<file path="src/rtl/lupa_cfg_sequencer_if.sv">
// Host-side and shifter-side signal bundle for the LUPA300 configuration sequencer.
// The master modport is the host/shifter environment; the slave modport is the sequencer.
interface lupa_cfg_sequencer_if;
    logic        wr_en;
    logic [3:0]  wr_addr;
    logic [11:0] wr_data;
    logic [3:0]  rd_addr;
    logic [11:0] rd_data;
    logic        start_all;
    logic        start_dirty;
    logic        word_valid;
    logic [3:0]  word_addr;
    logic [11:0] word_data;
    logic        word_ack;
    logic        busy;
    logic        done;
    logic        err;
    logic [4:0]  words_sent;

    modport master (
        output wr_en, wr_addr, wr_data, rd_addr, start_all, start_dirty, word_ack,
        input  rd_data, word_valid, word_addr, word_data, busy, done, err, words_sent
    );

    modport slave (
        input  wr_en, wr_addr, wr_data, rd_addr, start_all, start_dirty, word_ack,
        output rd_data, word_valid, word_addr, word_data, busy, done, err, words_sent
    );
endinterface

</file>
<file path="src/rtl/lupa_cfg_sequencer.sv">
// Shadow register file (16 x 12-bit) for the LUPA300 SPI configuration space, with
// dirty tracking and a one-word-at-a-time upload over a valid/ack handshake.
module lupa_cfg_sequencer #(
    parameter int unsigned  ACK_TIMEOUT = 1024,
    // Reset values, index 0 in the least significant 12 bits.
    parameter logic [191:0] DEF_TABLE   = {12'h0db, 12'h6db, 12'hadf, 12'hfb0,
                                           12'h0f0, 12'h055, 12'h06b, 12'h04a,
                                           12'h1e1, 12'h000, 12'h000, 12'h002,
                                           12'h0a0, 12'h000, 12'h000, 12'h028}
) (
    input  logic                  clock_20,
    input  logic                  rst_n,
    lupa_cfg_sequencer_if.slave   bus
);

    localparam int TW = $clog2(ACK_TIMEOUT + 1);
    localparam logic [TW-1:0] TMO_LAST = TW'(ACK_TIMEOUT - 1);

    typedef enum logic [1:0] {S_IDLE, S_SCAN, S_ISSUE, S_FINISH} state_t;

    state_t      state_q, state_d;
    logic [11:0] shadow_q [16];
    logic [11:0] shadow_d [16];
    logic [15:0] dirty_q, dirty_d;
    logic [15:0] sel_q, sel_d;
    logic [3:0]  ptr_q, ptr_d;
    logic [TW-1:0] tmo_q, tmo_d;
    logic        word_valid_q, word_valid_d;
    logic [3:0]  word_addr_q, word_addr_d;
    logic [11:0] word_data_q, word_data_d;
    logic        busy_q, busy_d;
    logic        done_q, done_d;
    logic        err_q, err_d;
    logic [4:0]  words_sent_q, words_sent_d;
    logic [11:0] rd_data_q, rd_data_d;

    always_comb begin
        state_d      = state_q;
        shadow_d     = shadow_q;
        dirty_d      = dirty_q;
        sel_d        = sel_q;
        ptr_d        = ptr_q;
        tmo_d        = tmo_q;
        word_valid_d = word_valid_q;
        word_addr_d  = word_addr_q;
        word_data_d  = word_data_q;
        busy_d       = busy_q;
        done_d       = 1'b0;
        err_d        = err_q;
        words_sent_d = words_sent_q;
        rd_data_d    = shadow_q[bus.rd_addr];

        case (state_q)
            S_IDLE: begin
                if (bus.start_all || bus.start_dirty) begin
                    sel_d        = bus.start_all ? 16'hFFFF : dirty_q;
                    ptr_d        = 4'd0;
                    words_sent_d = 5'd0;
                    err_d        = 1'b0;
                    busy_d       = 1'b1;
                    state_d      = S_SCAN;
                end
            end
            S_SCAN: begin
                if (sel_q[ptr_q]) begin
                    word_addr_d  = ptr_q;
                    word_data_d  = shadow_q[ptr_q];
                    word_valid_d = 1'b1;
                    tmo_d        = '0;
                    state_d      = S_ISSUE;
                end else if (ptr_q == 4'hF) begin
                    done_d  = 1'b1;
                    busy_d  = 1'b0;
                    state_d = S_FINISH;
                end else begin
                    ptr_d = ptr_q + 4'd1;
                end
            end
            S_ISSUE: begin
                if (bus.word_ack) begin
                    word_valid_d   = 1'b0;
                    words_sent_d   = words_sent_q + 5'd1;
                    dirty_d[ptr_q] = 1'b0;
                    if (ptr_q == 4'hF) begin
                        done_d  = 1'b1;
                        busy_d  = 1'b0;
                        state_d = S_FINISH;
                    end else begin
                        ptr_d   = ptr_q + 4'd1;
                        state_d = S_SCAN;
                    end
                end else if (tmo_q == TMO_LAST) begin
                    // Shifter never answered: abandon the pass, keep dirty bits for a retry.
                    word_valid_d = 1'b0;
                    err_d        = 1'b1;
                    busy_d       = 1'b0;
                    state_d      = S_IDLE;
                end else begin
                    tmo_d = tmo_q + 1'b1;
                end
            end
            S_FINISH: begin
                state_d = S_IDLE;
            end
            default: state_d = S_IDLE;
        endcase

        // Applied last so a host write in the ack cycle keeps the entry dirty.
        if (bus.wr_en) begin
            shadow_d[bus.wr_addr] = bus.wr_data;
            dirty_d[bus.wr_addr]  = 1'b1;
        end
    end

    always_ff @(posedge clock_20 or negedge rst_n) begin
        if (!rst_n) begin
            state_q      <= S_IDLE;
            for (int i = 0; i < 16; i++) shadow_q[i] <= DEF_TABLE[i*12 +: 12];
            dirty_q      <= 16'hFFFF;
            sel_q        <= 16'h0000;
            ptr_q        <= 4'd0;
            tmo_q        <= '0;
            word_valid_q <= 1'b0;
            word_addr_q  <= 4'd0;
            word_data_q  <= 12'd0;
            busy_q       <= 1'b0;
            done_q       <= 1'b0;
            err_q        <= 1'b0;
            words_sent_q <= 5'd0;
            rd_data_q    <= 12'd0;
        end else begin
            state_q      <= state_d;
            shadow_q     <= shadow_d;
            dirty_q      <= dirty_d;
            sel_q        <= sel_d;
            ptr_q        <= ptr_d;
            tmo_q        <= tmo_d;
            word_valid_q <= word_valid_d;
            word_addr_q  <= word_addr_d;
            word_data_q  <= word_data_d;
            busy_q       <= busy_d;
            done_q       <= done_d;
            err_q        <= err_d;
            words_sent_q <= words_sent_d;
            rd_data_q    <= rd_data_d;
        end
    end

    assign bus.rd_data    = rd_data_q;
    assign bus.word_valid = word_valid_q;
    assign bus.word_addr  = word_addr_q;
    assign bus.word_data  = word_data_q;
    assign bus.busy       = busy_q;
    assign bus.done       = done_q;
    assign bus.err        = err_q;
    assign bus.words_sent = words_sent_q;

endmodule

</file>
<file path="src/flat_wrapper.sv">
// flat-port wrapper written by rule: the top's interface ports become plain ports
module lupa_cfg_sequencer_flat 
#(
    parameter int unsigned  ACK_TIMEOUT = 1024,
                                                              
    parameter logic [191:0] DEF_TABLE   = {12'h0db, 12'h6db, 12'hadf, 12'hfb0,
                                           12'h0f0, 12'h055, 12'h06b, 12'h04a,
                                           12'h1e1, 12'h000, 12'h000, 12'h002,
                                           12'h0a0, 12'h000, 12'h000, 12'h028}
)
  (clock_20, rst_n, bus_wr_en, bus_wr_addr, bus_wr_data, bus_rd_addr, bus_start_all, bus_start_dirty, bus_word_ack, bus_rd_data, bus_word_valid, bus_word_addr, bus_word_data, bus_busy, bus_done, bus_err, bus_words_sent);
  lupa_cfg_sequencer_if bus_i ();
  input  logic clock_20;
  input  logic rst_n;
  input wire logic [$bits(bus_i.wr_en)-1:0] bus_wr_en;
  input wire logic [$bits(bus_i.wr_addr)-1:0] bus_wr_addr;
  input wire logic [$bits(bus_i.wr_data)-1:0] bus_wr_data;
  input wire logic [$bits(bus_i.rd_addr)-1:0] bus_rd_addr;
  input wire logic [$bits(bus_i.start_all)-1:0] bus_start_all;
  input wire logic [$bits(bus_i.start_dirty)-1:0] bus_start_dirty;
  input wire logic [$bits(bus_i.word_ack)-1:0] bus_word_ack;
  output wire logic [$bits(bus_i.rd_data)-1:0] bus_rd_data;
  output wire logic [$bits(bus_i.word_valid)-1:0] bus_word_valid;
  output wire logic [$bits(bus_i.word_addr)-1:0] bus_word_addr;
  output wire logic [$bits(bus_i.word_data)-1:0] bus_word_data;
  output wire logic [$bits(bus_i.busy)-1:0] bus_busy;
  output wire logic [$bits(bus_i.done)-1:0] bus_done;
  output wire logic [$bits(bus_i.err)-1:0] bus_err;
  output wire logic [$bits(bus_i.words_sent)-1:0] bus_words_sent;
  assign bus_i.wr_en = bus_wr_en;
  assign bus_i.wr_addr = bus_wr_addr;
  assign bus_i.wr_data = bus_wr_data;
  assign bus_i.rd_addr = bus_rd_addr;
  assign bus_i.start_all = bus_start_all;
  assign bus_i.start_dirty = bus_start_dirty;
  assign bus_i.word_ack = bus_word_ack;
  assign bus_rd_data = bus_i.rd_data;
  assign bus_word_valid = bus_i.word_valid;
  assign bus_word_addr = bus_i.word_addr;
  assign bus_word_data = bus_i.word_data;
  assign bus_busy = bus_i.busy;
  assign bus_done = bus_i.done;
  assign bus_err = bus_i.err;
  assign bus_words_sent = bus_i.words_sent;
  lupa_cfg_sequencer #(.ACK_TIMEOUT(ACK_TIMEOUT), .DEF_TABLE(DEF_TABLE)) u_core (.clock_20(clock_20), .rst_n(rst_n), .bus(bus_i));
endmodule
</file>
<file path="config.mk">
export PLATFORM = sky130hd
export DESIGN_NAME = lupa_cfg_sequencer_flat
export DESIGN_NICKNAME = d
export VERILOG_FILES = /design/src/rtl/lupa_cfg_sequencer_if.sv /design/src/rtl/lupa_cfg_sequencer.sv /design/src/flat_wrapper.sv
export SDC_FILE = /design/constraint.sdc
export NUM_CORES = 1
export LEC_CHECK = 0
export ABC_AREA = 1
export BUFFER_PORTS_ARGS = -buffer_cell sky130_fd_sc_hd__buf_4
export CORE_MARGIN = 1
export CORE_UTILIZATION = 52
export CTS_CLUSTER_DIAMETER = 100
export CTS_CLUSTER_SIZE = 40
export DETAILED_ROUTE_END_ITERATION = 7
export PLACE_DENSITY_LB_ADDON = 0.05
export SLEW_MARGIN = 10
export SYNTH_ARGS = -nofsm -noshare
export SYNTH_HDL_FRONTEND = slang
export SYNTH_SLANG_ARGS = --single-unit
</file>
<file path="constraint.sdc">
create_clock -name clock_20 -period 1.9 [get_ports clock_20]
set_input_delay 0 -clock clock_20 [delete_from_list [all_inputs] [get_ports clock_20]]
set_output_delay 0 -clock clock_20 [all_outputs]
set_load 0.01 [all_outputs]
</file>
==> impl_results.md <==
- Largest net degree at the start of global routing: 64
- Vias in the first global route: 12600
- PD cells: approximately 1200 nW/um^2
- Via count: 13200
- P_leak: approximately 7.5 nW
- Pre-Repair DR Iteration Count: 5
- Ports: 63
- Worst stage delay on the critical path: 550 ps
- Period utilization: 93.1%
- Syn_area_per_cell: 7.64 um^2
- RSZ-0062 raised after global routing: yes
- Overall power: approximately 20 mW
- Ys Warns: 0
- Worst EP arrival: about 2200 ps
- Distinct cells, synth: 35
- Hold violation count in the final report: 0
- Max-Cap Viols: 0
- Number of inserted diodes: 0
- IO Port Bufs: 62
- Crit Path Class: register to register
- Starting Density: 53.1%
- Placer Congestion: 0.864
- Worst R2R Start: u_core.ptr_q[0]
- Class of the worst hold path: input port to async pin
- First-pass GRT wire length: 69.5 mm
- R2R depth: 11
- Crit path time final: 1770 ps
- Maximum fanout along the worst path: 11
- CP Capture Type: register
- First DRT Iteration DRCs: 1144
- Worst Path Buf+Inv: 2
- Total grt overflow: 0
- Commonest non-fill, non-tap cell in the layout: nand2_1
- Syn Std Cell Area: about 14000 um^2
- Crit-path slowest cell: dfrtp_4
- Sequential share of the synthesized area: between 40% and 50%
- Slew @ Worst Pin: between 700 and 800 ps
- CTS Buffer Depth: 3
- Fmax: 565 MHz
- Status: finished, final reports clean
- Cell mode on critical path: nand2_1
- Area growth syn-to-layout: 13.2%
- Die ar.: 28300 um^2
- WL final: 43.6 mm
- Post-route insts no fill: 2270
- # rows: 60
- Place WS: 55.0 ps
- Final worst slack: ~130 ps
- R2R setup slack: 130 ps
- Placed insts: 2228
- Final Setup Violations: 0
- # DRC: 0
- Slew Limit Fails: 0
- Crit-path leading delay family: simple AND/OR/NAND/NOR gates
- Clock skew: 31.6 ps
- Cell count after synthesis: about 1900
- Layout net count: around 2000
- CORE AREA: between 20000 and 30000 um^2
- DP HPWL: 28.5 mm
- CTS tree: yes
- CTS sink cnt: roughly 280
- Routed Antenna Nets: 0
- Initial antenna violation count: 0
- Die Wd: 168 um
- Critical R2R Capture: u_core.ptr_q[1]
- Critical Path RT: about 2300 ps
- Worst IR Drop VDD: 0.000843 V
- WL/cell: 19.2 um
- Gr usage total: 31.5%
- Clk root buf: clkbuf_16
- Layout cells sized above 1: a little over an eighth
- Worst skew pair latency: 530 ps
- Layout fillers: roughly 2500
- Chip Height: between 150 and 200 um
- Reg clk slew, reported paths: between 100 and 150 ps
- CP Launch Type: register
- Critical path cell sequence: inv_4 -> nand2_1 -> nand3_1 -> nand2_1 -> nand2_1 -> nand2_1 -> o21ai_4 -> buf_4 -> nand3_2 -> nand2_1 -> nand2_1
- Yosys reg bits: 278
- Relative slew slack: 52.7%
- Vias per std cell: 5.80
- Total CTS buffers: 13
- Commonest cells after routing, fill and taps aside: nand2_1, o21ai_0, dfrtp_1
- Total number of H-tree levels: 1
- Syn_nets: 1914
metal layers:
metal | global-route usage (%) | wire [um]
met1 | 44.1 | 19400
met2 | 52.1 | 20100
met3 | 4.35 | 3120
met4 | 7.39 | 965
met5 | 0 | 0
repair_timing:
item                       4_1_cts  5_1_grt
hold endpoints to repair       258        0
resized for setup                0       20
hold buffers                    12        0
setup endpoints to repair        0       39
buffers inserted                 0        7
where the power goes:
| group | total, mW | switching (mW) | internal [mW] |
|---|---|---|---|
| registers | 8.48 | 0.936 | 7.54 |
| clock network | 3.66 | 2.22 | 1.44 |
| logic | 7.61 | 4.79 | 2.82 |
per-stage QoR:
step	hold WS [ps]	instance area [um^2]	TNS (ps)	util, %
finish	10.7	16200	0	60.1
floorplan	-296	14300	0	-
detailed placement	-11.4	15500	0	57.3
global placement	-12.8	15500	0	57.3
CTS	2.67	16100	0	59.5
global route	17.5	16200	-7.12	60.1
state kept, by name (all words and copies together) (netlist names):
| name | flops |
|---|---|
| u_core.shadow_q | 192 |
| u_core.dirty_q | 16 |
| u_core.sel_q | 16 |
| u_core.bus.rd_data | 12 |
| u_core.bus.word_data | 12 |
| u_core.tmo_q | 11 |
| u_core.bus.words_sent | 5 |
| u_core.bus.word_addr | 4 |
| u_core.ptr_q | 4 |
| u_core.state_q | 2 |
| u_core.bus.busy | 1 |
| u_core.bus.done | 1 |
| u_core.bus.err | 1 |
| u_core.bus.word_valid | 1 |
logic make-up after synthesis:
| group | Yosys count | synth area share (%) |
|---|---|---|
| AOI/OAI and AO/OA | 627 | 22.8 |
| and+or+nand+nor | 659 | 18.6 |
| DFF | 278 | 49.1 |
| xor gates and xnor gates | 7 | 0.427 |
| buffers and inverters | 297 | 8.18 |
| adders and majority gates | 10 | 0.872 |
worst max-delay path by stage:
stage / to / from / cells after the start / slack (ps)
global route: u_core.bus.word_addr[2] / u_core.ptr_q[0] / 10 / -7
detailed placement: u_core.tmo_q[7] / u_core.ptr_q[0] / 11 / 50
finish: u_core.ptr_q[1] / u_core.ptr_q[0] / 11 / 130
CTS: u_core.tmo_q[2] / u_core.ptr_q[0] / 11 / 10
floorplan: u_core.ptr_q[0] / u_core.state_q[0] / 9 / 180
global placement: u_core.tmo_q[4] / u_core.ptr_q[0] / 11 / 90
synth_stat cells, drive strengths merged:
| cell type | n | area [um^2] |
|---|---|---|
| o31ai | 1 | 7.51 |
| nor3b | 2 | 15.0 |
| a21boi | 1 | 7.51 |
| xnor2 | 4 | 35.0 |
| ha | 10 | 125 |
| o21ai | 461 | 2320 |
| nor2 | 85 | 322 |
| nand2 | 468 | 1760 |
| nand3 | 67 | 340 |
| xor2 | 3 | 26.3 |
| inv | 163 | 612 |
| nand4 | 29 | 181 |
| o22ai | 1 | 6.26 |
| buf | 37 | 196 |
| a31o | 1 | 8.76 |
| dfstp | 72 | 1890 |
| a21oi | 121 | 606 |
| a31oi | 2 | 12.5 |
| o221ai | 8 | 70.1 |
| a32o | 1 | 10.0 |
| nor3 | 8 | 45.0 |
| o211ai | 30 | 225 |
| clkbuf | 97 | 365 |
| dfrtp | 206 | 5150 |
area by class of cell:
cell class	instances	area, um^2	share of cell area, %
inverters	163	614	3.78
flip-flops and latches	278	7050	43.4
repair buffers	163	1480	9.13
clock buffers	13	325	2.00
multi-input cells	1304	6190	38.1
clock inverters	8	144	0.886
well taps	341	427	2.63
No activity file was read; power rests on OpenSTA's default activity.
